==> src/rtl/dsd_seq.sv <==
// Decimating FIR sequencer: stores accepted samples, and every DECIM samples sweeps NCOEFFS taps
// into a downstream MAC and then waits out its latency. Optional coefficient load port: DSD_SEQ_COEF_LOAD_EN.
module dsd_seq #(
   parameter int AUDIO_WIDTH = 24,
   parameter int COEFF_W     = 16,
   parameter int NCOEFFS     = 32,
   parameter int DECIM       = 4,
   parameter int MAC_LAT     = 2,
   localparam int LGN        = $clog2(NCOEFFS)
) (
   input  logic                   i_clk,
   input  logic                   i_rst_n,
   input  logic                   i_valid,
   input  logic [AUDIO_WIDTH-1:0] i_sample,
   output logic                   o_ready,
   output logic                   o_dwr_en,
   output logic [LGN-1:0]         o_dwr_addr,
   output logic [AUDIO_WIDTH-1:0] o_dwr_data,
   output logic [LGN-1:0]         o_rd_addr_d,
   output logic [LGN-1:0]         o_rd_addr_c,
   output logic                   o_mac_en,
   output logic                   o_mac_first,
   output logic                   o_mac_last,
   output logic                   o_out_strobe
`ifdef DSD_SEQ_COEF_LOAD_EN
   ,
   input  logic                   i_cwr_en,
   input  logic [LGN-1:0]         i_cwr_addr,
   input  logic [COEFF_W-1:0]     i_cwr_data,
   output logic                   o_cwr_ready,
   output logic                   o_cwr_en,
   output logic [LGN-1:0]         o_cwr_addr,
   output logic [COEFF_W-1:0]     o_cwr_data
`endif
);

   localparam int PW = (DECIM > 1) ? $clog2(DECIM) : 1;
   localparam int DW = (MAC_LAT > 1) ? $clog2(MAC_LAT) : 1;
   localparam logic [LGN-1:0] LAST_TAP   = LGN'(NCOEFFS - 1);
   localparam logic [PW-1:0]  LAST_PHASE = PW'(DECIM - 1);
   localparam logic [DW-1:0]  LAST_DRAIN = DW'(MAC_LAT - 1);

   if (NCOEFFS < 2 || DECIM < 1 || MAC_LAT < 1 || COEFF_W < 1 || AUDIO_WIDTH < 1) begin : g_bad_params
      $error("dsd_seq: illegal parameter set");
   end

   typedef enum logic [1:0] {S_IDLE, S_WR, S_RUN, S_DRAIN} state_t;

   state_t                 r_state;
   logic [LGN-1:0]         r_wptr;
   logic [PW-1:0]          r_phase;
   logic [LGN-1:0]         r_tap;
   logic [DW-1:0]          r_dcnt;
   logic                   r_dwr_en;
   logic [LGN-1:0]         r_dwr_addr;
   logic [AUDIO_WIDTH-1:0] r_dwr_data;
   logic [LGN-1:0]         r_rd_addr_d;
   logic [LGN-1:0]         r_rd_addr_c;
   logic                   r_mac_en;
   logic                   r_mac_first;
   logic                   r_mac_last;
   logic                   r_out_strobe;

   logic                   w_idle;
   logic                   w_accept;
   logic [LGN-1:0]         w_next_tap;
   logic [DW-1:0]          w_next_dcnt;

   // Sample handshake: a sample transfers on a rising edge where i_valid and o_ready are both high;
   // while o_ready is low the source must hold i_valid/i_sample and nothing is captured.
   assign w_idle      = (r_state == S_IDLE) && i_rst_n;
   assign w_next_tap  = r_tap + 1'b1;
   assign w_next_dcnt = r_dcnt + 1'b1;

`ifdef DSD_SEQ_COEF_LOAD_EN
   logic                   w_cwr_accept;
   logic                   r_cwr_en;
   logic [LGN-1:0]         r_cwr_addr;
   logic [COEFF_W-1:0]     r_cwr_data;

   // A coefficient write wins over a sample offered in the same idle cycle.
   assign o_cwr_ready  = w_idle;
   assign w_cwr_accept = i_cwr_en && o_cwr_ready;
   assign o_ready      = w_idle && !i_cwr_en;
   assign o_cwr_en     = r_cwr_en;
   assign o_cwr_addr   = r_cwr_addr;
   assign o_cwr_data   = r_cwr_data;

   always_ff @(posedge i_clk) begin
      if (!i_rst_n) begin
         r_cwr_en   <= 1'b0;
         r_cwr_addr <= '0;
         r_cwr_data <= '0;
      end else begin
         r_cwr_en <= w_cwr_accept;
         if (w_cwr_accept) begin
            r_cwr_addr <= i_cwr_addr;
            r_cwr_data <= i_cwr_data;
         end
      end
   end
`else
   assign o_ready = w_idle;
`endif

   assign w_accept = i_valid && o_ready;

   always_ff @(posedge i_clk) begin
      if (!i_rst_n) begin
         r_state      <= S_IDLE;
         r_wptr       <= '0;
         r_phase      <= '0;
         r_tap        <= '0;
         r_dcnt       <= '0;
         r_dwr_en     <= 1'b0;
         r_dwr_addr   <= '0;
         r_dwr_data   <= '0;
         r_rd_addr_d  <= '0;
         r_rd_addr_c  <= '0;
         r_mac_en     <= 1'b0;
         r_mac_first  <= 1'b0;
         r_mac_last   <= 1'b0;
         r_out_strobe <= 1'b0;
      end else begin
         r_dwr_en     <= 1'b0;
         r_mac_en     <= 1'b0;
         r_mac_first  <= 1'b0;
         r_mac_last   <= 1'b0;
         r_out_strobe <= 1'b0;
         case (r_state)
            S_IDLE: begin
               if (w_accept) begin
                  r_dwr_en   <= 1'b1;
                  r_dwr_addr <= r_wptr;
                  r_dwr_data <= i_sample;
                  r_state    <= S_WR;
               end
            end
            S_WR: begin
               r_wptr <= r_wptr + 1'b1;
               if (r_phase == LAST_PHASE) begin
                  // r_wptr still names the sample just written, i.e. the newest one.
                  r_phase     <= '0;
                  r_tap       <= '0;
                  r_mac_en    <= 1'b1;
                  r_mac_first <= 1'b1;
                  r_rd_addr_c <= '0;
                  r_rd_addr_d <= r_wptr;
                  r_state     <= S_RUN;
               end else begin
                  r_phase <= r_phase + 1'b1;
                  r_state <= S_IDLE;
               end
            end
            S_RUN: begin
               if (r_tap == LAST_TAP) begin
                  r_dcnt       <= '0;
                  r_out_strobe <= (MAC_LAT == 1);
                  r_state      <= S_DRAIN;
               end else begin
                  r_tap       <= w_next_tap;
                  r_mac_en    <= 1'b1;
                  r_mac_last  <= (w_next_tap == LAST_TAP);
                  r_rd_addr_c <= w_next_tap;
                  r_rd_addr_d <= r_rd_addr_d - 1'b1;
               end
            end
            S_DRAIN: begin
               if (r_dcnt == LAST_DRAIN) begin
                  r_state <= S_IDLE;
               end else begin
                  r_dcnt       <= w_next_dcnt;
                  r_out_strobe <= (w_next_dcnt == LAST_DRAIN);
               end
            end
            default: r_state <= S_IDLE;
         endcase
      end
   end

   assign o_dwr_en     = r_dwr_en;
   assign o_dwr_addr   = r_dwr_addr;
   assign o_dwr_data   = r_dwr_data;
   assign o_rd_addr_d  = r_rd_addr_d;
   assign o_rd_addr_c  = r_rd_addr_c;
   assign o_mac_en     = r_mac_en;
   assign o_mac_first  = r_mac_first;
   assign o_mac_last   = r_mac_last;
   assign o_out_strobe = r_out_strobe;

endmodule
==> config.mk <==
export PLATFORM = sky130hd
export DESIGN_NAME = dsd_seq
export DESIGN_NICKNAME = d
export VERILOG_FILES = /design/src/rtl/dsd_seq.sv
export SDC_FILE = /design/constraint.sdc
export NUM_CORES = 1
export LEC_CHECK = 0
export ABC_AREA = 1
export BUFFER_PORTS_ARGS = -buffer_cell sky130_fd_sc_hd__buf_2
export CORE_MARGIN = 2
export CORE_UTILIZATION = 51
export DETAILED_ROUTE_END_ITERATION = 10
export GPL_ROUTABILITY_DRIVEN = 0
export GPL_TIMING_DRIVEN = 1
export PLACE_DENSITY = 0.88
export SKIP_LAST_GASP = 1
export SYNTH_ARGS = -nofsm -noshare
export SYNTH_HDL_FRONTEND = slang
export SYNTH_SLANG_ARGS = --single-unit
==> constraint.sdc <==
create_clock -name i_clk -period 1.89 [get_ports i_clk]
set_clock_uncertainty 0.1 [all_clocks]
set_input_delay 0.4725 -clock i_clk [delete_from_list [all_inputs] [get_ports i_clk]]
set_output_delay 0.4725 -clock i_clk [all_outputs]
set_load 0.005 [all_outputs]
# Yosys cells after proc, flatten, opt, wreduce, memory -nomap -nowiden

Cells that the tools add are included.
Widths: inputs -> output; s select.

Output and inout bits: 45
RAM bits: 0
ROM bits: 0
Register bits: 54
Latch bits: 0
Memories: 0

Bitwise operators: 3
Reduce and logical (&&, ||, !) cells: 13
Divide/modulo/power cells: 0
$lt $le $gt $ge: 0
Shift operators: 0
Equal/unequal tests: 11
$mul: 0
Muxes and demuxes: 19
Add/sub/neg operators: 5

Operators by type and width:

| operator            | count |
|---|---|
| $mux 5              | 4 |
| $pmux 5 s2          | 2 |
| $add 5x1->5 const B | 2 |
| $eq 5x5->1 const B  | 2 |
| $mux 2              | 5 |
| $ne 2x2->1 const B  | 5 |
| $pmux 2 s4          | 1 |
| $reduce_and 2->1    | 4 |
| $eq 2x2->1 const B  | 3 |
| $reduce_and 3->1    | 2 |
| $reduce_or 3->1     | 2 |
| $mux 1              | 5 |
| $sub 5x1->5 const B | 1 |
| $pmux 1 s2          | 2 |
| $reduce_bool 2->1   | 2 |
| $not 1->1           | 3 |
| $add 2x1->2 const B | 1 |
| $eq 2x1->1 const B  | 1 |
| $logic_and 1x1->1   | 2 |
| $logic_not 2->1     | 1 |
| $add 1x1->1 const B | 1 |

# Longest topological paths before layout

Gate-level depths: netlist of the first run.

Depth after elaboration: 5
Mapped depth: 11
Mapped depth without buffers: 11

# Worst setup path after synthesis of the first run

No wires, ideal clock.

Kind: register -> register
Start: register r_rd_addr_c[1] (netlist: o_rd_addr_c[1])
End: register (tool-made name)
Path slack: 0.247 ns
Setup time: 0.115 ns
Cell stages (with the launch flop): 12
Data arrival time: 1.428 ns
Required time: 1.675 ns
Path buffers: 0
Cells stage by stage: dfxtp_1 ha_1 nand2_1 nor2_1 ha_1 inv_2 nand2_4 nand2_1 nor2_2 nand3_1 nand2_1 nor2_1

RTL lines:

| element                  | line | text |
|---|---|---|
| start: declaration       | 58   | `logic [LGN-1:0] r_rd_addr_c;` |
| start signal: assignment | 164  | `r_rd_addr_c <= w_next_tap;` |

==> summary.md, run 1 <==
| Metric | Value |
|---|---|
| Maxcap violations | `0` |
| Final min period | `approximately 1.8 ns` |
| Cell variety after synth | `31` |
| Max Slew Vio Count | `0` |
| Crit path kind | `flip-flop to flip-flop` |
| Hold Fails Final Rpt | `0` |
| Worst Hold Class | `input port to flip-flop` |
| GR Util All Layers | `18.6%` |
| Pwr per Cell Area | `1180 mW/mm^2` |
| Synth Area per Inst | `8.32 sq um` |
| Sequential area share after synthesis | `45.0%` |
| Worst-Margin Slew | `0.520 ns` |
| Cell area after synthesis | `0.00240 sq mm` |
| VDD IR-drop max | `0.798 mV` |
| Leakage power total | `between 1 and 1.5 nW` |
| Area growth syn-to-layout | `18.9%` |
| Number of H-tree levels | `2` |
| CTS tree | `built` |
| Fill count | `around 380` |
| Initial Util | `54.1%` |
| Crit-path max FO | `14` |
| Num CTS Buffers | `5` |
| Fin area | `0.00286 sq mm` |
| GR Overflow Total | `0` |
| Outcome | `completed` |
| Clock Latency Late Sink | `0.31 ns` |
| Commonest cells after routing, fill and taps aside | `nand2_1 (81), buf_2 (71), dfxtp_1 (52), o21ai_0 (28), inv_1 (18)` |
| Dominant cell type by area after synthesis | `dfxtp_1` |
| Synth warn | `0` |
| Vias in the first global route | `1872` |
| Initial antenna violation count | `0` |
| Root buffer cell | `clkbuf_8` |
| Pre-antenna DRT Iters | `4` |
| Post-Route Utilization | `roughly 64%` |
| Fmax | `556 MHz` |
| Die span in y | `between 70 and 80 microns` |
| Flop2flop setup slack | `0.09 ns` |
| Vias | `2018` |
| Clock sinks | `54` |
| Number of nets in the layout | `slightly below 400` |
| I/O Pins | `72` |
| CP required | `slightly below 2 ns` |
| Worst path arrival time | `1.88 ns` |
| Flops & latches, synth | `54` |
| Die area | `0.00528 sq mm` |
| WL per Instance | `about 12 microns` |
| Initial drt markers | `104` |
| Layout cells sized above 1 | `roughly a third` |
| Crit end category | `flip-flop` |
| Main area contributors after synthesis | `dfxtp_1 (45%), nand2_1 (13%), o21ai_0 (5.8%)` |
| Largest net degree at the start of global routing | `60` |
| Normalized max-slew margin | `65.3%` |
| Site Rows | `24` |
| First-pass GRT wire length | `7.80 mm` |
| Routed Antenna Nets | `0` |
| DP Area | `between 0.002 and 0.003 sq mm` |
| Fin crit share | `between 90% and 100%` |
| Worst-path clk slew | `roughly 0.09 ns` |
| Post-cts hold buffer count | `0` |
| Die width | `72.7 microns` |
| Diode count | `0` |
| Port Buffers | `71` |
| Post-CTS Setup Inserts | `0` |
| Top cell type's share of synthesized area | `approximately 45%` |
| Post-synth net total | `327` |
| Final Setup Violations | `0` |
| Post-DP HPWL | `3.40 mm` |
| RSZ-0062 raised after global routing | `no` |
| CP startpoint kind | `flip-flop` |
| Core Area | `0.00444 sq mm` |
| Most common cell after layout, fill and taps aside | `nand2_1` |
| Routed vias/inst | `about 4.9` |
| WL final | `4.74 mm` |
| Synth Instances | `between 200 and 300` |
| CTS max path bufs | `2` |
| Drt drc | `0` |
[through the flow]
| stage | setup TNS, ns | instances | power (W) | hold slack, ns | setup WS (ns) |
|---|---|---|---|---|---|
| 6_report | 0 | 409 | 0.00339 | 0.259 | 0.0914 |
| 5_1_grt | 0 | 409 | 0.00365 | 0.253 | 0.00166 |
| 4_1_cts | 0 | 409 | 0.00341 | 0.254 | 0.0303 |
| 3_5_place_dp | -0.0287 | 402 | 0.00263 | 0.358 | -0.0287 |
| 3_3_place_gp | 0 | 402 | 0.00259 | 0.356 | 0.0905 |
| 2_1_floorplan | 0 | 289 | 0.00237 | 0.343 | 0.247 |
[state kept, by name (all words and copies together), names as in the netlist, named ones only]
| signal | flops |
|---|---|
| o_dwr_addr | 5 |
| o_dwr_data | 24 |
| o_dwr_en | 1 |
| o_mac_en | 1 |
| o_mac_first | 1 |
| o_mac_last | 1 |
| o_out_strobe | 1 |
| o_rd_addr_c | 5 |
| o_rd_addr_d | 5 |
| r_dcnt | 1 |
| r_phase | 2 |
| r_state | 1 |
| r_wptr | 5 |
[per-layer routing]
layer  vias up  GRT usage [%]  wire length (microns)
met5         -              0                      0
met3        10           4.97                    229
li1       1062              -                      -
met2        63           32.0                   2320
met1       883           21.8                   2090
met4         0           7.82                    100
[critical path, stage by stage (launching register included)]
cell	delay, ns
dfxtp_1	0.33
ha_1	0.22
nand2_1	0.07
nor2_1	0.04
ha_1	0.23
nand2_4	0.10
nand3_4	0.21
o21ai_0	0.27
a21oi_1	0.09
[cell usage after synthesis, drive strengths merged]
| cell | count |
|---|---|
| a21oi | 16 |
| nand4 | 1 |
| nor3 | 2 |
| nand3b | 1 |
| nor3b | 1 |
| o31ai | 1 |
| nand2 | 91 |
| nor2 | 20 |
| dfxtp | 54 |
| ha | 11 |
| a21boi | 1 |
| inv | 20 |
| a211oi | 1 |
| o21ai | 40 |
| and3 | 2 |
| nand3 | 9 |
| buf | 15 |
| xor2 | 3 |
[timing repair]
item | in CTS | in global routing
resized for setup | 2 | 3
hold endpoints to repair | 0 | 0
endpoints found under the setup margin | 3 | 1
[final cells by class]
type | count | area [sq um] | share of cell area (%)
clock buffers | 5 | 68.8 | 2.41
clock inverters | 2 | 38.8 | 1.36
inverters | 20 | 80.1 | 2.80
multi-input cells | 200 | 1110 | 39.0
flip-flops and latches | 54 | 1090 | 38.0
well taps | 52 | 65.1 | 2.28
repair buffers | 76 | 405 | 14.2
[logic make-up (layout without fill, tap and decap cells)]
kind of cell,Yosys count,after routing,synth area share (%)
and+or+nand+nor,127,127,23.9
xor gates and xnor gates,3,3,1.09
adders and majority gates,11,11,5.73
AOI/OAI and AO/OA,59,59,15.4
DFF,54,54,45.0
buffers and inverters,35,103,8.85
[path summary, 6_finish.rpt]
kind | end | cells after the start | from
worst min-delay path | o_dwr_data[4] | 3 | i_sample[4]
worst max register to register | o_rd_addr_d[2] | 8 | o_rd_addr_c[0]
worst max-delay path | o_rd_addr_d[2] | 8 | o_rd_addr_c[0]
worst min register to register | o_dwr_addr[1] | 2 | o_dwr_addr[1]
[power breakdown]
group | leakage, nW | switching [W] | internal (W)
clock | 0.0542 | 0.000371 | 0.000390
combinational | 0.847 | 0.000686 | 0.000455
sequential | 0.442 | 0.000138 | 0.00135
Note: power is estimated with default switching activity, not from simulation.
==> run 2: changes to the inputs <==
ABC_AREA = unset   (was 1)
CORE_UTILIZATION = 50   (was 51)
==> summary.md, run 2 <==
| Metric | Value |
|---|---|
| Critical Path Max Stage Delay | `0.36 ns (was 0.33 ns)` |
| Leakage power total | `1.29 nW (was 1.34 nW)` |
| Final Setup Violations | `0 (unchanged)` |
| Fin crit share | `97.1% (was 95.2%)` |
| Worst path arrival time | `1.26 ns (was 1.88 ns)` |
| Worst hold slack | `0.256 ns (was 0.259 ns)` |
| Cell area after synthesis | `0.00224 sq mm (was 0.00240 sq mm)` |
| Post-synth EDFFs | `0 (unchanged)` |
| CP startpoint kind | `flip-flop (unchanged)` |
| Clock Latency Late Sink | `0.30 ns (was 0.31 ns)` |
| Die span in y | `71.0 microns (was 72.7 microns)` |
| Psw | `0.000588 W (was 0.00119 W)` |
| Worst-Margin Slew | `0.529 ns (was 0.520 ns)` |
| Routed vias/inst | `4.95 (was 4.93)` |
| Largest net degree at the start of global routing | `60 (unchanged)` |
| Grt peak-use layer | `met2 (unchanged)` |
| Post-synth top cells | `nand2_1 (70), dfxtp_1 (54), o21ai_1 (31), nor2_1 (17), ha_1 (11) (was nand2_1 (81), dfxtp_1 (54), o21ai_0 (28), inv_1 (18), nor2_1 (17))` |
| Commonest cells after routing, fill and taps aside | `buf_2 (71), nand2_1 (69), dfxtp_1 (50), o21ai_1 (31), nor2_1 (17) (was nand2_1 (81), buf_2 (71), dfxtp_1 (52), o21ai_0 (28), inv_1 (18))` |
| Routed Antenna Nets | `0 (unchanged)` |
| GR Util met2 | `31.5% (was 32.0%)` |
| Area growth syn-to-layout | `26.1% (was 18.9%)` |
| Drt drc | `0 (unchanged)` |
| Flops & latches, synth | `54 (unchanged)` |
| Initial drt markers | `62 (was 104)` |
| Most common cell after layout, fill and taps aside | `buf_2 (was nand2_1)` |
| Max Slew Vio Count | `0 (unchanged)` |
| Crit-path max FO | `3 (was 14)` |
| Sequential area share after synthesis | `48.2% (was 45.0%)` |
| Max reg flops | `24 (unchanged)` |
| Die area | `0.00504 sq mm (was 0.00528 sq mm)` |
| Vias | `1949 (was 2018)` |
| Clock sinks | `54 (unchanged)` |
| Site Rows | `24 (unchanged)` |
| Top cell type's share of synthesized area | `48.2% (was 45.0%)` |
| Number of H-tree levels | `2 (unchanged)` |
| Layout cells sized above 1 | `31.9% (was 33.9%)` |
| Maxcap violations | `0 (unchanged)` |
| CP Cell Sequence | `inv_2 > ha_4 > buf_4 > and2_1 > buf_2 (was ha_1 > nand2_1 > nor2_1 > ha_1 > nand2_4 > nand3_4 > o21ai_0 > a21oi_1)` |
| Normalized max-slew margin | `64.8% (was 65.3%)` |
| Worst-path clk slew | `0.10 ns (was 0.09 ns)` |
| Comb pwr share | `15.0% (was 33.7%)` |
| Worst Hold Class | `input port to flip-flop (unchanged)` |
| Highest-delay cell along the critical path | `dfxtp_4 (was dfxtp_1)` |
| Synth warn | `0 (unchanged)` |
| Number of nets in the layout | `379 (was 395)` |
| Cell variety after synth | `39 (was 31)` |
| Internal | `0.00163 W (was 0.00219 W)` |
| Met1 GRT Util | `22.5% (was 21.8%)` |
| Count leader, synth | `nand2_1 (unchanged)` |
| Diode count | `0 (unchanged)` |
| Met3 GRT Util | `4.13% (was 4.97%)` |
| Fmax | `545 MHz (was 556 MHz)` |
| Port Buffers | `71 (unchanged)` |
| Synth Area per Inst | `8.53 sq um (was 8.32 sq um)` |
| WP buf/inv | `3 (was 0)` |
| CP required | `1.32 ns (was 1.97 ns)` |
| Initial Util | `51.9% (was 54.1%)` |
| RSZ-0062 raised after global routing | `yes (was no)` |
| Sequential Power Share | `56.1% (was 43.8%)` |
| Dominant cell type by area after synthesis | `dfxtp_1 (unchanged)` |
| CTS max path bufs | `2 (unchanged)` |
| Outcome | `completed (unchanged)` |
| GR Overflow Total | `0 (unchanged)` |
| First-pass GRT wire length | `7.75 mm (was 7.80 mm)` |
| Crit path kind | `flip-flop to primary output (was flip-flop to flip-flop)` |
| Vias in the first global route | `1800 (was 1872)` |
| Root buffer cell | `clkbuf_8 (unchanged)` |
| WL final | `4.59 mm (was 4.74 mm)` |
| WL per Instance | `11.6 microns (about the same)` |
| I/O Pins | `72 (unchanged)` |
| Post-DP HPWL | `3.34 mm (was 3.40 mm)` |
| VDD IR-drop max | `0.321 mV (was 0.798 mV)` |
| Die width | `71.0 microns (was 72.7 microns)` |
| Prevailing post-synth register cell | `dfxtp_1 (unchanged)` |
| Pre-antenna DRT Iters | `4 (unchanged)` |
| Post-synth ARST share | `0% (unchanged)` |
| CTS tree | `built (unchanged)` |
| Main area contributors after synthesis | `dfxtp_1 (48%), nand2_1 (12%), o21ai_1 (6.9%) (was dfxtp_1 (45%), nand2_1 (13%), o21ai_0 (5.8%))` |
| Post-cts hold buffer count | `0 (unchanged)` |
| Sw frac | `26.5% (was 35.3%)` |
| Initial antenna violation count | `0 (unchanged)` |
| Top Family by Delay on Critical Path | `flip-flops (was adder cells)` |
| Final min period | `1.84 ns (was 1.80 ns)` |
| Share of total power in the clock network | `28.9% (was 22.5%)` |
| Synth Instances | `263 (was 289)` |
| Pwr per Cell Area | `783 mW/mm^2 (was 1180 mW/mm^2)` |
| Crit end category | `primary output (was flip-flop)` |
| Hold Fails Final Rpt | `0 (unchanged)` |
| Num CTS Buffers | `5 (unchanged)` |
| GR Util All Layers | `18.6% (about the same)` |
| Post-synth net total | `301 (was 327)` |
| Core Area | `0.00432 sq mm (was 0.00444 sq mm)` |
| Final Power | `0.00221 W (was 0.00339 W)` |
run 2: cell count changes after synthesis, moves of 5 or more:
cell,previous run,this run
a21oi_2,7,0
inv_1,18,9
nand2_1,81,70
nand2_2,6,0
nand3_1,8,3
o21ai_0,28,0
o21ai_1,1,31
o21ai_2,11,0
run 2: repair_timing:
action / in CTS / in global routing
resized for setup: 4 / 10
setup buffers: 2 / 1
setup endpoints to repair: 1 / 35
pin swaps: 0 / 0
run 2: worst register-to-register path: stages (launching register included):
cell      delay [ns]
dfxtp_2         0.33
ha_1            0.19
and3_1          0.19
ha_2            0.17
and2b_4         0.28
nand2_2         0.08
o21a_1          0.19
a211oi_2        0.20
run 2: layout make-up:
| type | count | area (sq um) |
|---|---|---|
| well taps | 52 | 65.1 |
| multi-input cells | 186 | 1090 |
| inverters | 9 | 33.8 |
| repair buffers | 85 | 460 |
| clock buffers | 5 | 68.8 |
| clock inverters | 3 | 25.0 |
| fillers | 351 | 1500 |
| flip-flops and latches | 54 | 1090 |
run 2: logic make-up (layout without fill, tap and decap cells):
kind of cell | after synthesis | after routing | synth area share (%)
AO/OA/AOI/OAI | 56 | 56 | 15.7
XOR/XNOR | 6 | 6 | 2.34
adder cells (fa/ha/maj) | 11 | 11 | 6.14
buffers and inverters | 23 | 102 | 4.97
flip-flops | 54 | 54 | 48.2
multiplexers | 5 | 5 | 2.29
AND/OR/NAND/NOR | 108 | 108 | 20.4
run 2: worst paths after layout:
kind                   from              to  slack, ns  cells past startpoint
min            i_sample[19]  o_dwr_data[19]       0.26                      3
max              r_state[0]         o_ready       0.05                      5
min reg2reg   o_dwr_addr[3]   o_dwr_addr[3]       0.35                      2
max reg2reg  o_rd_addr_c[0]  o_rd_addr_c[2]       0.08                      7
run 2: through the flow:
| stage | std cells | utilization, % | worst slack (ns) | setup TNS, ns | instance area (sq um) |
|---|---|---|---|---|---|
| after floorplan | 263 | - | 0.0457 | 0 | 2240 |
| after global placement | 383 | 61.7 | 0.0819 | 0 | 2670 |
| after detailed placement | 383 | 61.7 | 0.0286 | 0 | 2670 |
| after CTS | 393 | 64.4 | 0.00135 | 0 | 2790 |
| after global routing | 394 | 65.4 | -0.00163 | -0.00163 | 2830 |
| final | 394 | 65.4 | 0.0539 | 0 | 2830 |
run 2: layer usage:
layer,vias to the layer above,share of wire [%]
li1,1033,-
met1,848,45
met2,62,46
met3,6,7.7
met4,0,1.4
met5,-,0
run 2: power by group through the flow:
stage / clock [W] / sequential (W) / combinational, W
2_1_floorplan: 0 / 0.00127 / 0.000187
3_3_place_gp: 0 / 0.00127 / 0.000296
3_5_place_dp: 0 / 0.00127 / 0.000307
4_1_cts: 0.000663 / 0.00124 / 0.000316
5_1_grt: 0.000696 / 0.00125 / 0.000372
6_report: 0.000641 / 0.00124 / 0.000331
==> run 3: changes to the inputs <==
CORE_ASPECT_RATIO = 0.6   (was unset)
==> summary.md, run 3 (synthesized netlist as in run 2, its figures left out) <==
| Metric | Value |
|---|---|
| Pwr per Cell Area | `771 mW/mm^2 (was 783 mW/mm^2)` |
| Share of total power in the clock network | `28.0% (was 28.9%)` |
| Diode count | `0 (unchanged)` |
| Outcome | `completed (unchanged)` |
| WL final | `5.03 mm (was 4.59 mm)` |
| GR Util All Layers | `20.0% (was 18.6%)` |
| RSZ-0062 raised after global routing | `yes (unchanged)` |
| I/O Pins | `72 (unchanged)` |
| Normalized max-slew margin | `67.6% (was 64.8%)` |
| Worst-Margin Slew | `0.485 ns (was 0.529 ns)` |
| Worst path arrival time | `1.96 ns (was 1.26 ns)` |
| GR Overflow Total | `0 (unchanged)` |
| Post-DP HPWL | `3.63 mm (was 3.34 mm)` |
| WL per Instance | `12.6 microns (was 11.6 microns)` |
| VDD IR-drop max | `0.369 mV (was 0.321 mV)` |
| Layout cells sized above 1 | `31.7% (was 31.9%)` |
| Hold Path End | `o_dwr_data[15] (was o_dwr_data[19])` |
| Worst Hold Class | `input port to flip-flop (unchanged)` |
| Initial antenna violation count | `0 (unchanged)` |
| Final Setup Violations | `0 (unchanged)` |
| Num CTS Buffers | `5 (unchanged)` |
| CP required | `2.01 ns (was 1.32 ns)` |
| Setup TNS | `0 ns (unchanged)` |
| Met3 WL post-DR | `252 microns (was 353 microns)` |
| Maxcap violations | `0 (unchanged)` |
| Port Buffers | `71 (unchanged)` |
| Worst hold slack | `0.256 ns (about the same)` |
| Fin crit share | `97.5% (was 97.1%)` |
| Vias in the first global route | `1747 (was 1800)` |
| Clock Latency Late Sink | `0.30 ns (about the same)` |
| Top Family by Delay on Critical Path | `compound AO/OA/AOI/OAI gates (was flip-flops)` |
| CTS max path bufs | `2 (unchanged)` |
| Initial drt markers | `102 (was 62)` |
| Clock sinks | `54 (unchanged)` |
| Vias | `2015 (was 1949)` |
| Multi-input gate area | `0.00110 sq mm (was 0.00109 sq mm)` |
| Critical Path Max Stage Delay | `0.39 ns (was 0.36 ns)` |
| Worst-path clk slew | `0.10 ns (about the same)` |
| Sequential Area | `0.00109 sq mm (unchanged)` |
| Psw | `0.000576 W (was 0.000588 W)` |
| Post-cts hold buffer count | `0 (unchanged)` |
| Initial Util | `53.2% (was 51.9%)` |
| Largest net degree at the start of global routing | `34 (was 60)` |
| CP startpoint kind | `flip-flop (unchanged)` |
| Fmax | `543 MHz (was 545 MHz)` |
| First-pass GRT wire length | `8.16 mm (was 7.75 mm)` |
| CTS tree | `built (unchanged)` |
| Final min period | `1.84 ns (about the same)` |
| Leakage power total | `1.26 nW (was 1.29 nW)` |
| WP buf/inv | `2 (was 3)` |
| Sw frac | `26.4% (was 26.5%)` |
| Sequential Power Share | `57.1% (was 56.1%)` |
| Drt drc | `0 (unchanged)` |
| WL met2 | `2.32 mm (was 2.12 mm)` |
| Comb pwr share | `14.9% (was 15.0%)` |
| Commonest cells after routing, fill and taps aside | `buf_2 (71), nand2_1 (70), dfxtp_1 (50), o21ai_1 (31), nor2_1 (16) (was buf_2 (71), nand2_1 (69), dfxtp_1 (50), o21ai_1 (31), nor2_1 (17))` |
| CP Cell Sequence | `inv_1 > ha_1 > buf_4 > o211a_1 > o21a_1 > a211oi_2 (was inv_2 > ha_4 > buf_4 > and2_1 > buf_2)` |
| Crit path kind | `flip-flop to flip-flop (was flip-flop to primary output)` |
| Internal | `0.00161 W (was 0.00163 W)` |
| Highest-delay cell along the critical path | `dfxtp_4 (unchanged)` |
| Max Slew Vio Count | `0 (unchanged)` |
| Hold_sp | `i_sample[15] (was i_sample[19])` |
| Number of nets in the layout | `376 (was 379)` |
| Number of H-tree levels | `2 (unchanged)` |
| R2R Path Start | `r_state[0] (was o_rd_addr_c[0])` |
| Core Area | `0.00421 sq mm (was 0.00432 sq mm)` |
| Die width | `90.5 microns (was 71.0 microns)` |
| Post-Route Utilization | `67.3% (was 65.4%)` |
| Root buffer cell | `clkbuf_8 (unchanged)` |
| Crit-path max FO | `11 (was 3)` |
| Pre-antenna DRT Iters | `5 (was 4)` |
| Max reg flops | `24 (unchanged)` |
| Die span in y | `55.9 microns (was 71.0 microns)` |
| Most common cell after layout, fill and taps aside | `buf_2 (unchanged)` |
| Reg-to-reg critical path endpoint | `o_rd_addr_c[2] (unchanged)` |
| Worst Reg-to-Reg Cells | `6 (was 7)` |
| Die area | `0.00505 sq mm (was 0.00504 sq mm)` |
| Hold Fails Final Rpt | `0 (unchanged)` |
| DR top layer | `met4 (unchanged)` |
| Stages on worst setup path | `6 (was 5)` |
| Crit end category | `flip-flop (was primary output)` |
| Hold Path Depth | `3 (unchanged)` |
| Flop2flop setup slack | `0.05 ns (was 0.08 ns)` |
| Routed vias/inst | `5.06 (was 4.95)` |
| Fill count | `330 (was 351)` |
| Site Rows | `18 (was 24)` |
| DRT met1 WL | `2.42 mm (was 2.04 mm)` |
| Routed Antenna Nets | `0 (unchanged)` |
| Area growth syn-to-layout | `26.4% (was 26.1%)` |
==> run 3: worst max path at each step <==
stage                         startpoint        endpoint  slack, ns
after floorplan           o_rd_addr_c[0]       flip-flop       0.05
after global placement    o_rd_addr_c[0]  o_rd_addr_c[2]       0.11
after detailed placement  o_rd_addr_c[0]  o_rd_addr_c[2]       0.06
after CTS                      flip-flop         o_ready      0.004
after global routing          r_state[0]  o_rd_addr_c[2]      -0.06
final                         r_state[0]  o_rd_addr_c[2]       0.05
==> run 3: tightest hold or removal path, delay by kind of cell <==
kind                   cells  cell delay [ns]
buffers and inverters      1             0.07
AND/OR/NAND/NOR            1             0.03
AO/OA/AOI/OAI              1             0.05
==> run 3: power groups by stage <==
stage / combinational (W) / sequential (W) / clock [W]
floorplan: 0.000187 / 0.00127 / 0
global placement: 0.000301 / 0.00127 / 0
detailed placement: 0.000313 / 0.00127 / 0
CTS: 0.000314 / 0.00125 / 0.000628
global route: 0.000364 / 0.00126 / 0.000674
finish: 0.000325 / 0.00125 / 0.000611
==> run 3: cell type report <==
type,instances,share of cell area (%)
tap,60,2.65
clock buffer,5,2.43
timing repair buffer,82,15.9
multi-input combinational,186,38.9
clock inverter,2,0.530
sequential,54,38.4
inverter,9,1.19
==> run 3: through the flow <==
stage	power, W	std cells	area, sq um	worst slack [ns]
3_5_place_dp	0.00159	390	2680	0.0632
2_1_floorplan	0.00146	263	2240	0.0457
3_3_place_gp	0.00157	390	2680	0.110
5_1_grt	0.00229	398	2830	-0.0594
6_report	0.00218	398	2830	0.0475
4_1_cts	0.00219	397	2770	0.00415
==> run 3: routing by layer <==
layer / vias to the layer above / track usage (%)
li1: 1032 / -
met2: 61 / 33.6
met4: 0 / 5.27
met5: - / 0
met3: 5 / 5.56
met1: 917 / 25.7
==> run 3: timing repair <==
action                     in CTS  in global routing
pin swaps                       0                  1
setup endpoints to repair       1                  7
gates resized for setup         2                 13
buffers inserted                0                  1
